[src/rtl/elevator_pkg.sv]
// Shared elevator types and half-floor position decode helpers.
// Imported by the per-car service FSM and the request manager top.
package elevator_pkg;

  localparam int NUM_FLOORS = 6;
  localparam int POS_W = 4;
  localparam int FLOOR_W = $clog2(NUM_FLOORS);

  localparam logic [POS_W-1:0] MAX_CODE =
    POS_W'(2 * (NUM_FLOORS - 1));

  typedef enum logic [1:0] {
    TRAVEL = 2'd0,
    SETTLE = 2'd1,
    DOOR   = 2'd2
  } car_state_t;

  function automatic logic is_whole_floor(
    input logic [POS_W-1:0] code
  );
    return !code[0] && (code <= MAX_CODE);
  endfunction

  function automatic logic [FLOOR_W-1:0] floor_of(
    input logic [POS_W-1:0] code
  );
    return FLOOR_W'(code >> 1);
  endfunction

  // One-hot floor select; all zero when the car is between floors.
  function automatic logic [NUM_FLOORS-1:0] floor_mask(
    input logic [POS_W-1:0] code
  );
    logic [NUM_FLOORS-1:0] m;
    m = '0;
    if (is_whole_floor(code)) begin
      m = NUM_FLOORS'(1) << floor_of(code);
    end
    return m;
  endfunction

endpackage

[src/rtl/car_service_fsm.sv]
// One elevator car: button latching, stop detection, door dwell
// and clearing of the serviced floor's request bits.
module car_service_fsm
  import elevator_pkg::*;
#(
  parameter int SETTLE_CYCLES = 5,
  parameter int DOOR_CYCLES = 60
) (
  input  logic                  clk,
  input  logic                  rst,
  input  logic [NUM_FLOORS-1:0] btn_request,
  input  logic [NUM_FLOORS-1:0] btn_dest,
  input  logic [POS_W-1:0]      pos,
  output logic [NUM_FLOORS-1:0] requested,
  output logic [NUM_FLOORS-1:0] destinations,
  output logic                  door_open,
  output logic                  serviced,
  output logic                  pos_fault
);

  localparam int MAX_CYC =
    (SETTLE_CYCLES > DOOR_CYCLES) ? SETTLE_CYCLES : DOOR_CYCLES;
  localparam int CNT_W = (MAX_CYC > 1) ? $clog2(MAX_CYC) : 1;
  localparam logic [CNT_W-1:0] SETTLE_LAST =
    CNT_W'(SETTLE_CYCLES - 1);
  localparam logic [CNT_W-1:0] DOOR_LAST =
    CNT_W'(DOOR_CYCLES - 1);

  car_state_t state_q, state_d;
  logic [CNT_W-1:0] cnt_q, cnt_d;
  logic [POS_W-1:0] code_q, code_d;

  logic [NUM_FLOORS-1:0] req_prev_q, dest_prev_q;
  logic [NUM_FLOORS-1:0] req_q, req_d;
  logic [NUM_FLOORS-1:0] dest_q, dest_d;
  logic [NUM_FLOORS-1:0] pos_mask, svc_mask;
  logic [NUM_FLOORS-1:0] clr, ignore;
  logic [NUM_FLOORS-1:0] req_edge, dest_edge;

  logic serviced_q, svc_d;
  logic fault_q, fault_set;
  logic pending, moved;

  assign pos_mask = floor_mask(pos);
  assign svc_mask = floor_mask(code_q);
  assign pending = |((req_q | dest_q) & pos_mask);
  assign moved = (pos != code_q);

  // Next state, counter and the per-floor clear/ignore masks.
  always_comb begin
    state_d = state_q;
    cnt_d = cnt_q;
    code_d = code_q;
    clr = '0;
    ignore = '0;
    svc_d = 1'b0;
    fault_set = 1'b0;
    unique case (state_q)
      TRAVEL: begin
        if (pending) begin
          state_d = SETTLE;
          cnt_d = '0;
          code_d = pos;
        end
      end
      SETTLE: begin
        if (moved) begin
          state_d = TRAVEL;
        end else if (cnt_q == SETTLE_LAST) begin
          state_d = DOOR;
          cnt_d = '0;
          clr = svc_mask;
          svc_d = 1'b1;
        end else begin
          cnt_d = cnt_q + 1'b1;
        end
      end
      DOOR: begin
        ignore = svc_mask;
        if (moved) begin
          state_d = TRAVEL;
          fault_set = 1'b1;
        end else if (cnt_q == DOOR_LAST) begin
          state_d = TRAVEL;
        end else begin
          cnt_d = cnt_q + 1'b1;
        end
      end
      default: begin
        state_d = TRAVEL;
      end
    endcase
  end

  // Rising edges set bits; a same-cycle clear takes priority.
  always_comb begin
    req_edge = btn_request & ~req_prev_q & ~ignore;
    dest_edge = btn_dest & ~dest_prev_q & ~ignore;
    req_d = (req_q | req_edge) & ~clr;
    dest_d = (dest_q | dest_edge) & ~clr;
  end

  // State, counters, latched vectors and sticky fault.
  always_ff @(posedge clk or posedge rst) begin
    if (rst) begin
      state_q <= TRAVEL;
      cnt_q <= '0;
      code_q <= '0;
      req_prev_q <= '0;
      dest_prev_q <= '0;
      req_q <= '0;
      dest_q <= '0;
      serviced_q <= 1'b0;
      fault_q <= 1'b0;
    end else begin
      state_q <= state_d;
      cnt_q <= cnt_d;
      code_q <= code_d;
      req_prev_q <= btn_request;
      dest_prev_q <= btn_dest;
      req_q <= req_d;
      dest_q <= dest_d;
      serviced_q <= svc_d;
      fault_q <= fault_q | fault_set;
    end
  end

  assign requested = req_q;
  assign destinations = dest_q;
  assign serviced = serviced_q;
  assign pos_fault = fault_q;
  // Drops in the very cycle the car moves, not one cycle later.
  assign door_open = (state_q == DOOR) && !moved;

endmodule

[src/rtl/floor_request_manager.sv]
// Elevator front end: two independent car service channels.
// Left car owns the upper bus halves, right car the lower.
module floor_request_manager
  import elevator_pkg::*;
#(
  parameter int SETTLE_CYCLES = 5,
  parameter int DOOR_CYCLES = 60
) (
  input  logic        clk,
  input  logic        rst,
  input  logic [11:0] btn_request,
  input  logic [11:0] btn_dest,
  input  logic [7:0]  half_elevatorPositions,
  output logic [11:0] FloorsRequested,
  output logic [11:0] FloorDestinations,
  output logic [1:0]  door_open,
  output logic [1:0]  serviced,
  output logic [1:0]  pos_fault
);

  car_service_fsm #(
    .SETTLE_CYCLES(SETTLE_CYCLES),
    .DOOR_CYCLES(DOOR_CYCLES)
  ) u_left (
    .clk(clk),
    .rst(rst),
    .btn_request(btn_request[11:6]),
    .btn_dest(btn_dest[11:6]),
    .pos(half_elevatorPositions[7:4]),
    .requested(FloorsRequested[11:6]),
    .destinations(FloorDestinations[11:6]),
    .door_open(door_open[1]),
    .serviced(serviced[1]),
    .pos_fault(pos_fault[1])
  );

  car_service_fsm #(
    .SETTLE_CYCLES(SETTLE_CYCLES),
    .DOOR_CYCLES(DOOR_CYCLES)
  ) u_right (
    .clk(clk),
    .rst(rst),
    .btn_request(btn_request[5:0]),
    .btn_dest(btn_dest[5:0]),
    .pos(half_elevatorPositions[3:0]),
    .requested(FloorsRequested[5:0]),
    .destinations(FloorDestinations[5:0]),
    .door_open(door_open[0]),
    .serviced(serviced[0]),
    .pos_fault(pos_fault[0])
  );

endmodule

[config.mk]
export PLATFORM = sky130hd
export DESIGN_NAME = floor_request_manager
export DESIGN_NICKNAME = d
export VERILOG_FILES = /design/src/rtl/elevator_pkg.sv /design/src/rtl/car_service_fsm.sv /design/src/rtl/floor_request_manager.sv
export SDC_FILE = /design/constraint.sdc
export NUM_CORES = 1
export LEC_CHECK = 0
export ABC_AREA = 1
export ABC_CLOCK_PERIOD_IN_PS = 5400
export BUFFER_PORTS_ARGS = -buffer_cell sky130_fd_sc_hd__buf_4
export CAP_MARGIN = 20
export CORE_MARGIN = 2
export CORE_UTILIZATION = 60
export DETAILED_ROUTE_END_ITERATION = 8
export GPL_TIMING_DRIVEN = 0
export HOLD_SLACK_MARGIN = 0.06
export PLACE_DENSITY_LB_ADDON = 0.15
export SLEW_MARGIN = 20
export SYNTH_ARGS = -nofsm -noshare
export SYNTH_HDL_FRONTEND = slang
export SYNTH_SLANG_ARGS = --single-unit
[constraint.sdc]
create_clock -name clk -period 5.4 [get_ports clk]
set_input_delay 0.27 -clock clk [delete_from_list [all_inputs] [get_ports clk]]
set_output_delay 0.27 -clock clk [all_outputs]
set_load 0.01 [all_outputs]
==> metrics.md, run 1 <==
| Metric | Value |
|---|---|
| Yosys reg bits | `76` |
| Layout Area Growth over Synthesis | `27.0%` |
| Share of cells above drive strength 1 | `0.211` |
| Synth area leaders | `dfrtp_1 (48%), nand2_1 (11%), inv_1 (7.5%)` |
| Synth area leader | `dfrtp_1` |
| RSZ-0062 raised after global routing | `no` |
| Core outline area | `6350 um2` |
| DRT Pass-1 Iters | `6` |
| CP required | `5130 ps` |
| # resized after CTS | `0` |
| Fin. max-slew vios | `0` |
| Hold Path Class | `input port to register` |
| Die area | `7210 um2` |
| All-Layer GR Usage | `0.270` |
| Starting Density | `0.619` |
| Critical path arrival | `between 1500 and 2000 ps` |
| Number of synthesized flops with an enable pin | `0` |
| Ant diodes | `0` |
| Synth top area share | `0.484` |
| Multiplexer share of the synthesized area | `0` |
| Synth cell types | `26` |
| Antenna violations before repair | `0` |
| Post-synthesis xor/xnor area fraction | `0` |
| Ys Warns | `0` |
| Worst-path cell chain | `inv_1, ha_1, buf_2, inv_1, nor2_1, buf_4, buf_4` |
| Ys flop type | `dfrtp_1` |
| Final setup violating endpoints | `0` |
| Width of the die | `84.9 um` |
| Crit Path Max Fanout | `8` |
| Gr ovfl total | `0` |
| Most frequent cells in the layout | `nand2_1 (120), inv_1 (78), dfrtp_1 (76)` |
| Final instance area | `4990 um2` |
| Setup TNS | `0 ps` |
| Hpwl dp | `6280 um` |
| I/O Buffers | `63` |
| Area fraction in compound gates after synthesis | `0.0720` |
| Status | `complete, no violations` |
| DR iter-0 viols | `222` |
| Via density | `5.22` |
| Syn Inst Count | `around 500` |
| Syn Area/Cell | `7.89 um2` |
| Largest family of logic cells by synthesized area | `simple AND/OR/NAND/NOR gates` |
| Synth Net Count | `544` |
| Pwr dens | `~330 nW/um2` |
| Post-layout min period | `1960 ps` |
| Htree depth | `3` |
| TritonCTS clock tree | `yes` |
| Post-Place Cells | `639` |
| Fin. Hold Viols | `0` |
| CP max-delay cell | `dfrtp_1` |
| Via Count | `3,547` |
| Clock buffer count from CTS | `9` |
| Worst slew margin | `0.735` |
| Synth Cell Area | `just under 4000 um2` |
| CP endpoint kind | `output pin` |
| Layout fillers | `438` |
| Root buffer cell | `clkbuf_8` |
| Final Cycle Share | `0.363` |
| Multi-input gate area | `1640 um2` |
| Pin count of the biggest net entering global routing | `51` |
| Most common cell after layout, fill and taps aside | `nand2_1` |
| Max Fclk | `just over 500 MHz` |
| Die Ht | `approximately 85 um` |
| Worst vdd ir | `0.217 mV` |
| Total power | `1.66 mW` |
| Register Area | `1900 um2` |
| Vias in the first global route | `3,587` |
| Simple-Gate Fraction of Synth Area | `0.306` |
| Clock tree buffer depth | `2` |
| Cell Area, Placed | `4530 um2` |
| First-pass GRT wire length | `between 15,000 and 20,000 um` |
| Post-synthesis sequential area ratio | `0.484` |
| Clock Sink Count | `76` |
| Fin nets | `between 600 and 700` |
| Cts hold-fix bufs | `25` |
| CP max stage delay | `430 ps` |
| Setup Skew | `9.40 ps` |
| Row Count | `29` |
| Critical path class | `register to output pin` |
| Non-Filler Instances | `680` |
| Number of setup buffers added after CTS | `0` |
| I/O pin count | `64` |
| Max-capacitance violation count | `0` |
| Ys async rst share | `1.00` |
| Antenna viol nets, final | `0` |
| Routed wire per std cell | `approximately 13 um` |
| Leak | `2.53 nW` |
| Worst slew pin tran | `397 ps` |
| Worst-Skew Late Latency | `360 ps` |
| Remaining DRCs | `0` |
| Clock-pin slew on the worst setup and hold paths | `80 ps` |
| WL final | `9160 um` |
| Final GP Congestion | `~0.88` |
| Setup crit start kind | `register` |
| Synth Area in Adders | `0.0382` |
[cell usage after synthesis, types with 4 or more instances]
cell type / instances
nor3_1: 8
nand3_1: 30
nand2_1: 120
nor2_4: 4
o21ai_0: 13
ha_1: 12
a31oi_1: 18
buf_2: 4
inv_1: 79
inv_2: 6
buf_4: 6
nand2_2: 14
nand4_1: 7
nor2_1: 68
a21oi_1: 10
nand3b_1: 5
dfrtp_1: 76
nor2_2: 4
[worst max-delay path: cells and delay by family, from the launching register on]
kind                       cells  cell delay [ps]
adders and majority gates      1              190
buffers and inverters          5              640
DFF                            1              430
and+or+nand+nor                1               70
[routing by layer]
metal	vias to the layer above	global-route usage	wire, um
met5	-	0	0
met4	0	0.134	259
met3	25	0.0447	432
met2	113	0.479	4790
met1	1664	0.317	3680
li1	1745	-	-
[path summary, 6_finish.rpt]
kind | cells after the start | slack (ps) | to | from
worst max-delay path | 7 | 3440 | door_open[1] | u_left.state_q[0]$_DFFE_PP0P_
worst min-delay path | 3 | 170 | u_left.code_q[3]$_DFFE_PP0P_ | half_elevatorPositions[7]
worst max register to register | 9 | 3640 | u_left.cnt_q[5]$_DFFE_PP0P_ | u_left.state_q[0]$_DFFE_PP0P_
worst min register to register | 1 | 480 | u_left.pos_fault$_DFF_PP0_ | u_left.pos_fault$_DFF_PP0_
max in group asynchronous | 4 | 4400 | u_left.destinations[1]$_DFF_PP0_ | rst
min in group asynchronous | 3 | 450 | u_left.cnt_q[3]$_DFFE_PP0P_ | rst
[report_power, final]
part           internal [mW]  total [mW]  switching (mW)
registers              0.621       0.679          0.0583
clock network          0.230       0.459           0.229
logic                  0.189       0.526           0.337
total                   1.04        1.66           0.624
[registers in the layout, indices dropped and copies added, names as in the netlist, 2 cells and up]
signal / flops
u_right.destinations: 6
u_left.code_q: 4
u_left.req_prev_q: 6
u_left.cnt_q: 6
u_left.state_q: 2
u_right.state_q: 2
u_right.dest_prev_q: 6
u_right.req_prev_q: 6
u_right.requested: 6
u_left.requested: 6
u_right.code_q: 4
u_left.dest_prev_q: 6
u_left.destinations: 6
u_right.cnt_q: 6
[cell families after synthesis]
group,count (synthesis)
buffers and inverters,97
and+or+nand+nor,267
AOI/OAI and AO/OA,46
DFF,76
adders and majority gates,12
[per-stage QoR]
stage	hold slack, ps	util	setup WS (ps)
detailed placement	281	0.713	3690
floorplan	301	-	3190
CTS	154	0.786	3440
finish	171	0.786	3440
global placement	389	0.709	2290
global route	192	0.786	3310
[final cells by class]
type / count / share of cell area
Buffer: 10 / 0.0130
Clock buffer: 10 / 0.0276
Clock inverter: 6 / 0.0145
Inverter: 87 / 0.0659
Multi-Input combinational cell: 325 / 0.328
Sequential cell: 76 / 0.381
Tap cell: 77 / 0.0193
Timing Repair Buffer: 89 / 0.150
No activity file was read; power rests on OpenSTA's default activity.
==> run 2, diff against run 1 <==
ABC_CLOCK_PERIOD_IN_PS = 1900   (was 5400)
CORE_UTILIZATION = 56   (was 60)
clock period = 1.9 ns   (was 5.4 ns; I/O delays follow)
==> run 2 against run 1 <==
  * Core utilization shrank 3.4 points
  * Via count shrank 0.85%
  * Register-to-register slack lost 3400 ps
  * Critical path depth is the same
  * Clock skew is essentially flat
  * Sequential cell count is the same
  * Final cell count grew 4.0%
  * Clock power grew to 3.0 times the previous value
  * Routed wire length shrank 3.2%
  * Critical endpoint is now door_open[0]
  * Largest cell class unchanged
  * Highest routed layer unchanged
==> metrics.md, run 2 (synthesized netlist as in run 1, its figures left out) <==
| Metric | Value |
|---|---|
| Worst vdd ir | `0.839 mV (was 0.217 mV)` |
| First-pass GRT wire length | `15,100 um (was 15,400 um)` |
| Critical path class | `register to output pin (unchanged)` |
| Ant diodes | `0 (unchanged)` |
| Worst slew margin | `0.710 (was 0.735)` |
| Hpwl dp | `6200 um (was 6280 um)` |
| Routed wire per std cell | `12.6 um (was 13.5 um)` |
| Max Fclk | `585 MHz` |
| Final GP Congestion | `0.893 (was 0.884)` |
| Worst-Skew Late Latency | `350 ps (was 360 ps)` |
| Pin count of the biggest net entering global routing | `35 (was 51)` |
| Via density | `4.97 (was 5.22)` |
| CP endpoint kind | `output pin (unchanged)` |
| Remaining DRCs | `0 (unchanged)` |
| I/O Buffers | `63 (unchanged)` |
| Most common cell after layout, fill and taps aside | `nand2_1 (unchanged)` |
| Layout Area Growth over Synthesis | `30.1% (was 27.0%)` |
| Via Count | `3,517 (was 3,547)` |
| CP max-delay cell | `dfrtp_1 (unchanged)` |
| Share of cells above drive strength 1 | `0.211 (about the same)` |
| Fin. Hold Viols | `0 (unchanged)` |
| All-Layer GR Usage | `0.248 (was 0.270)` |
| Crit Path Max Fanout | `9 (was 8)` |
| Hold Startpoint | `half_elevatorPositions[4] (was half_elevatorPositions[7])` |
| Gr ovfl total | `0 (unchanged)` |
| Post-layout min period | `between 1500 and 2000 ps` |
| Die area | `7700 um2 (was 7210 um2)` |
| Width of the die | `87.8 um (was 84.9 um)` |
| Antenna violations before repair | `0 (unchanged)` |
| Vias in the first global route | `3,529 (was 3,587)` |
| Setup crit start kind | `register (unchanged)` |
| Setup TNS | `0 ps (unchanged)` |
| TritonCTS clock tree | `yes (unchanged)` |
| Clock buffer count from CTS | `9 (unchanged)` |
| Core outline area | `6790 um2 (was 6350 um2)` |
| DR iter-0 viols | `127 (was 222)` |
| Worst-path cell chain | `inv_1, ha_1, buf_2, inv_1, nor2_1, buf_4, buf_4 (unchanged)` |
| WL final | `8870 um (was 9160 um)` |
| Worst slew pin tran | `435 ps (was 397 ps)` |
| Clock Sink Count | `76 (unchanged)` |
| Setup Skew | `9.48 ps (was 9.40 ps)` |
| Clock tree buffer depth | `2 (unchanged)` |
| Fin nets | `652 (was 644)` |
| Hold slack | `305 ps (was 171 ps)` |
| Most frequent cells in the layout | `nand2_1 (120), inv_1 (78), dfrtp_1 (76) (unchanged)` |
| Row Count | `30 (was 29)` |
| CP required | `1800 ps (was 5130 ps)` |
| I/O pin count | `64 (unchanged)` |
| Root buffer cell | `clkbuf_8 (unchanged)` |
| DRT Pass-1 Iters | `5 (was 6)` |
| Antenna viol nets, final | `0 (unchanged)` |
| Final setup violating endpoints | `0 (unchanged)` |
| Status | `complete, no violations (unchanged)` |
| RSZ-0062 raised after global routing | `no (unchanged)` |
| Leak | `2.56 nW (was 2.53 nW)` |
| Final Cycle Share | `0.900` |
| Worst r2r src | `u_right.state_q[0]$_DFFE_PP0P_ (was u_left.state_q[0]$_DFFE_PP0P_)` |
| Critical path arrival | `1620 ps (was 1690 ps)` |
| Htree depth | `3 (unchanged)` |
| Pwr dens | `946 nW/um2 (was 334 nW/um2)` |
| CP max stage delay | `420 ps (was 430 ps)` |
| Starting Density | `0.578 (was 0.619)` |
| Clock-pin slew on the worst setup and hold paths | `80 ps (about the same)` |
| Fin. max-slew vios | `0 (unchanged)` |
| CP Launch Point | `u_right.state_q[0]$_DFFE_PP0P_ (was u_left.state_q[0]$_DFFE_PP0P_)` |
| Die Ht | `87.8 um (was 84.9 um)` |
| Hold Path Class | `input port to register (unchanged)` |
| Max-capacitance violation count | `0 (unchanged)` |
[run 2: cell types whose count changed in the layout (fill, tap and decap cells not counted), sizes merged]
cell         delta
dlygate4sd3     +6
clkinvlp        +3
clkinv          -2
buf             +1
bufinv          +1
inv             -1
[run 2: area by class of cell]
type	count	area, um2
flip-flops and latches	76	1900
fillers	496	1680
multi-input cells	325	1640
repair buffers	97	831
inverters	87	330
clock buffers	9	124
well taps	96	120
clock inverters	7	100
plain buffers	10	67.6
[run 2: final timing paths]
kind,to,slack [ps],depth (start not counted)
setup / recovery,door_open[0],190,7
hold / removal,u_left.code_q[0]$_DFFE_PP0P_,300,7
setup reg to reg,u_right.cnt_q[1]$_DFFE_PP0P_,210,9
hold reg to reg,u_left.pos_fault$_DFF_PP0_,480,1
max in group asynchronous,u_left.cnt_q[0]$_DFFE_PP0P_,880,5
min in group asynchronous,u_left.dest_prev_q[1]$_DFF_PP0_,330,3
[run 2: routing by layer]
layer,part of all wire,global-route usage
met1,0.43,0.284
met2,0.52,0.463
met3,0.037,0.0518
met4,0.012,0.0713
met5,0,0
[run 2: through the flow]
stage          std cells  setup WS [ps]  cell area [um2]  power (mW)   util
6_report             707            190             5110        4.84  0.752
5_1_grt              707           32.8             5110        5.13  0.752
4_1_cts              706            110             5100        4.83  0.751
3_5_place_dp         659            152             4570        3.39  0.672
3_3_place_gp         657            196             4530        3.34  0.666
2_1_floorplan        498            411             3930        3.01      -
[run 2: repair_timing]
action | in CTS | in global routing
gates resized for setup | 0 | 1
endpoints found under the setup margin | 0 | 6
buffers inserted | 0 | 1
endpoints found under the hold margin | 92 | 0
hold buffers | 31 | 0
[run 2: critical path, delay by kind of cell, from the launching register on]
kind	cells	cell delay (ps)
simple gates	1	110
buf+inv	5	600
flops	1	420
fa+ha+maj	1	140
[run 2: power by group]
part           leakage [nW]  total (mW)  internal (mW)  switching (mW)
logic                  1.60        1.53          0.559           0.971
registers             0.858        1.91           1.77           0.149
clock network         0.102        1.39          0.746           0.645
==> run 3, diff against run 2 <==
ABC_AREA = not set   (was 1)
==> run 3 against run 2 <==
  * Combinational power increased by 16%
  * Setup slack got worse by 490 ps
  * Area after synthesis decreased by 6.9%
  * Final cell count decreased by 20%
  * Sequential power about the same
  * Die area decreased by 6.6%
  * The flow now finishes with violations (setup timing)
  * Sequential share of layout area decreased by 0.63 points
  * Clock-buffer cell count unchanged
  * Fmax decreased by 22%
  * Power increased by 1.5%
  * Clock power decreased by 14%
  * Largest cell class unchanged
==> metrics.md, run 3 <==
| Metric | Value |
|---|---|
| Hold Path Sink | `u_right.code_q[2]$_DFFE_PP0P_ (was u_left.code_q[0]$_DFFE_PP0P_)` |
| Worst r2r src | `u_left.code_q[3]$_DFFE_PP0P_ (was u_right.state_q[0]$_DFFE_PP0P_)` |
| Clock Sink Count | `76 (unchanged)` |
| Reg2reg end | `u_left.cnt_q[4]$_DFFE_PP0P_ (was u_right.cnt_q[1]$_DFFE_PP0P_)` |
| Critical path arrival | `2470 ps (was 1620 ps)` |
| Root buffer cell | `clkbuf_8 (unchanged)` |
| Sw frac | `0.372 (was 0.365)` |
| Layout Area Growth over Synthesis | `42.8% (was 30.1%)` |
| Via Count | `3,216 (was 3,517)` |
| Combinational share of power | `0.363 (was 0.316)` |
| Failing checks | `setup timing` |
| Clk pwr share | `0.243 (was 0.288)` |
| Hold slack | `96.3 ps (was 305 ps)` |
| Setup ws final | `-295 ps (was 190 ps)` |
| Setup slack after placement | `-447 ps (was 152 ps)` |
| Worst-Skew Late Latency | `360 ps (was 350 ps)` |
| Critical path class | `register to register (was register to output pin)` |
| Worst-path cell chain | `xor2_2, o41ai_2, a22oi_2, or4_4, or2_4, o31ai_4 (was inv_1, ha_1, buf_2, inv_1, nor2_1, buf_4, buf_4)` |
| Synth Net Count | `409 (was 544)` |
| CP max stage delay | `570 ps (was 420 ps)` |
| Ys Warns | `0 (unchanged)` |
| Starting Density | `0.576 (was 0.578)` |
| Share of cells above drive strength 1 | `0.361 (was 0.211)` |
| Synth top area share | `0.520 (was 0.484)` |
| Hold depth | `2 (was 7)` |
| Antenna viol nets, final | `0 (unchanged)` |
| Count leader, synth | `dfrtp_1 (was nand2_1)` |
| Clock tree buffer depth | `2 (unchanged)` |
| I/O pin count | `64 (unchanged)` |
| Die area | `7190 um2 (was 7700 um2)` |
| Synth Cell Area | `3660 um2 (was 3930 um2)` |
| Hpwl dp | `5810 um (was 6200 um)` |
| Delay-heaviest family, CP | `simple AND/OR/NAND/NOR gates (was buffers and inverters)` |
| Synth cell types | `46 (was 26)` |
| CP endpoint kind | `register (was output pin)` |
| Clock buffer count from CTS | `9 (unchanged)` |
| Syn Area/Cell | `10.1 um2 (was 7.89 um2)` |
| Vias in the first global route | `3,293 (was 3,529)` |
| Pwr dens | `940 nW/um2 (was 946 nW/um2)` |
| Hold Startpoint | `half_elevatorPositions[2] (was half_elevatorPositions[4])` |
| Fin nets | `529 (was 652)` |
| Final setup violating endpoints | `22 (was 0)` |
| Synth area leaders | `dfrtp_1 (52%), inv_1 (4.2%), ha_1 (4.1%) (was dfrtp_1 (48%), nand2_1 (11%), inv_1 (7.5%))` |
| Syn Inst Count | `363 (was 498)` |
| RSZ-0062 raised after global routing | `yes (was no)` |
| Grt peak-use layer | `met2 (unchanged)` |
| Setup Skew | `17.2 ps (was 9.48 ps)` |
| M1 GR Usage | `0.327 (was 0.284)` |
| Crit Path Max Fanout | `5 (was 9)` |
| Antenna violations before repair | `0 (unchanged)` |
| Met2 usage | `0.465 (was 0.463)` |
| Crit. path cell count | `6 (was 7)` |
| Yosys reg bits | `76 (unchanged)` |
| Worst slew margin | `0.541 (was 0.710)` |
| Post-layout min period | `2200 ps (was 1710 ps)` |
| Fin. max-slew vios | `0 (unchanged)` |
| Status | `finished, violations left (was complete, no violations)` |
| GR Layer Usage met3 | `0.0486 (was 0.0518)` |
| Internal Power | `3.08 mW (was 3.07 mW)` |
| Setup TNS | `-2820 ps (was 0 ps)` |
| Final Cycle Share | `1.16 (was 0.900)` |
| Leak | `2.24 nW (was 2.56 nW)` |
| Pin count of the biggest net entering global routing | `36 (was 35)` |
| TritonCTS clock tree | `yes (unchanged)` |
| I/O Buffers | `61 (was 63)` |
| Max-capacitance violation count | `0 (unchanged)` |
| Ys flop type | `dfrtp_1 (unchanged)` |
| NetSw | `1.82 mW (was 1.77 mW)` |
| Width of the die | `84.8 um (was 87.8 um)` |
| Max Fclk | `455 MHz (was 585 MHz)` |
| CP bufs+invs | `0 (was 5)` |
| Most frequent cells in the layout | `buf_4 (80), dfrtp_1 (69), inv_1 (37) (was nand2_1 (120), inv_1 (78), dfrtp_1 (76))` |
| First-pass GRT wire length | `15,300 um (was 15,100 um)` |
| Final GP Congestion | `0.874 (was 0.893)` |
| Hold Path Class | `input port to register (unchanged)` |
| DRT Pass-1 Iters | `5 (unchanged)` |
| Post-synthesis sequential area ratio | `0.520 (was 0.484)` |
| Ys async rst share | `1.00 (unchanged)` |
| Core outline area | `6350 um2 (was 6790 um2)` |
| Share of power burned in registers | `0.394 (was 0.396)` |
| Htree depth | `3 (unchanged)` |
| Fin. Hold Viols | `0 (unchanged)` |
| DR iter-0 viols | `201 (was 127)` |
| Worst slew pin tran | `683 ps (was 435 ps)` |
| WL final | `9710 um (was 8870 um)` |
| Worst vdd ir | `0.877 mV (was 0.839 mV)` |
| Gr ovfl total | `0 (unchanged)` |
| CP max-delay cell | `or4_4 (was dfrtp_1)` |
| Number of synthesized flops with an enable pin | `0 (unchanged)` |
| Most common cell after layout, fill and taps aside | `buf_4 (was nand2_1)` |
| Reg2reg setup slack | `-300 ps (was 210 ps)` |
| Via density | `5.69 (was 4.97)` |
| Row Count | `29 (was 30)` |
| Top post-synthesis cells by count | `dfrtp_1 (76), inv_1 (41), a21oi_1 (28) (was nand2_1 (120), inv_1 (79), dfrtp_1 (76))` |
| Setup crit start kind | `register (unchanged)` |
| Ant diodes | `0 (unchanged)` |
| Routed wire per std cell | `17.2 um (was 12.6 um)` |
| Synth area leader | `dfrtp_1 (unchanged)` |
| Remaining DRCs | `0 (unchanged)` |
| CP required | `2170 ps (was 1800 ps)` |
| All-Layer GR Usage | `0.268 (was 0.248)` |
| Clock-pin slew on the worst setup and hold paths | `90 ps (was 80 ps)` |
| Die Ht | `84.8 um (was 87.8 um)` |
| Total power | `4.91 mW (was 4.84 mW)` |
| Reg2reg path depth | `6 (was 9)` |
run 3: changes by cell type in the layout (fill, tap and decap cells not counted), moves of 14 or more:
cell,change
nand2_1,-104
inv_1,-41
a21oi_1,+17
nand3_1,-21
nand2_2,-14
nor2_1,-45
run 3: how the worst max path moves through the flow:
stage,start,to
2_1_floorplan,u_left.code_q[3]$_DFFE_PP0P_,u_left.cnt_q[4]$_DFFE_PP0P_
3_3_place_gp,u_left.code_q[3]$_DFFE_PP0P_,u_left.cnt_q[4]$_DFFE_PP0P_
3_5_place_dp,u_left.code_q[3]$_DFFE_PP0P_,u_left.cnt_q[4]$_DFFE_PP0P_
4_1_cts,u_left.code_q[1]$_DFFE_PP0P_,u_left.cnt_q[4]$_DFFE_PP0P_
5_1_grt,u_left.code_q[0]$_DFFE_PP0P_,u_left.cnt_q[5]$_DFFE_PP0P_
6_report,u_left.code_q[3]$_DFFE_PP0P_,u_left.cnt_q[4]$_DFFE_PP0P_
run 3: cell type report:
cell class	count	area, um2
Clock inverter	7	63.8
Fill cell	356	1130
Buffer	7	57.6
Multi-Input combinational cell	233	1820
Tap cell	77	96.3
Timing Repair Buffer	115	991
Sequential cell	76	1910
Inverter	41	158
Clock buffer	9	124
run 3: per-layer routing:
| metal | share of wire | up-vias |
|---|---|---|
| met1 | 0.39 | 1567 |
| met2 | 0.52 | 114 |
| met4 | 0.036 | 0 |
| met5 | 0 | - |
| met3 | 0.050 | 32 |
| li1 | - | 1503 |
run 3: power groups by stage:
stage / clock network [mW] / registers [mW] / logic [mW]
floorplan: 0 / 1.92 / 0.926
global placement: 0 / 1.95 / 1.16
detailed placement: 0 / 1.96 / 1.22
CTS: 1.20 / 1.92 / 1.64
global route: 1.27 / 1.95 / 1.92
finish: 1.19 / 1.93 / 1.78
run 3: through the flow:
| stage | instances | util | cell area, um2 |
|---|---|---|---|
| final | 565 | 0.822 | 5220 |
| after global routing | 565 | 0.822 | 5220 |
| after CTS | 561 | 0.793 | 5030 |
| after detailed placement | 503 | 0.679 | 4310 |
| after global placement | 501 | 0.673 | 4270 |
| after floorplan | 363 | - | 3720 |
run 3: worst register-to-register path: stages (launching register included):
cell and delay (ps):
dfrtp_2 460, xor2_2 180, o41ai_2 360, a22oi_2 90, or4_4 570, or2_4 280
o31ai_4 180
run 3: cells by family after synthesis:
| kind of cell | after synthesis | synth area share |
|---|---|---|
| simple gates | 106 | 0.169 |
| xor+xnor | 8 | 0.0212 |
| flops | 76 | 0.520 |
| compound gates | 100 | 0.163 |
| fa+ha+maj | 12 | 0.0411 |
| buf+inv | 54 | 0.0647 |
| mux | 7 | 0.0212 |
run 3: what timing repair did:
| item | 4_1_cts | 5_1_grt |
|---|---|---|
| hold buffers | 29 | 0 |
| pin swaps | 19 | 19 |
| hold endpoints to repair | 92 | 0 |
| endpoints found under the setup margin | 28 | 39 |
| buffers inserted | 17 | 6 |
| resized for setup | 30 | 42 |
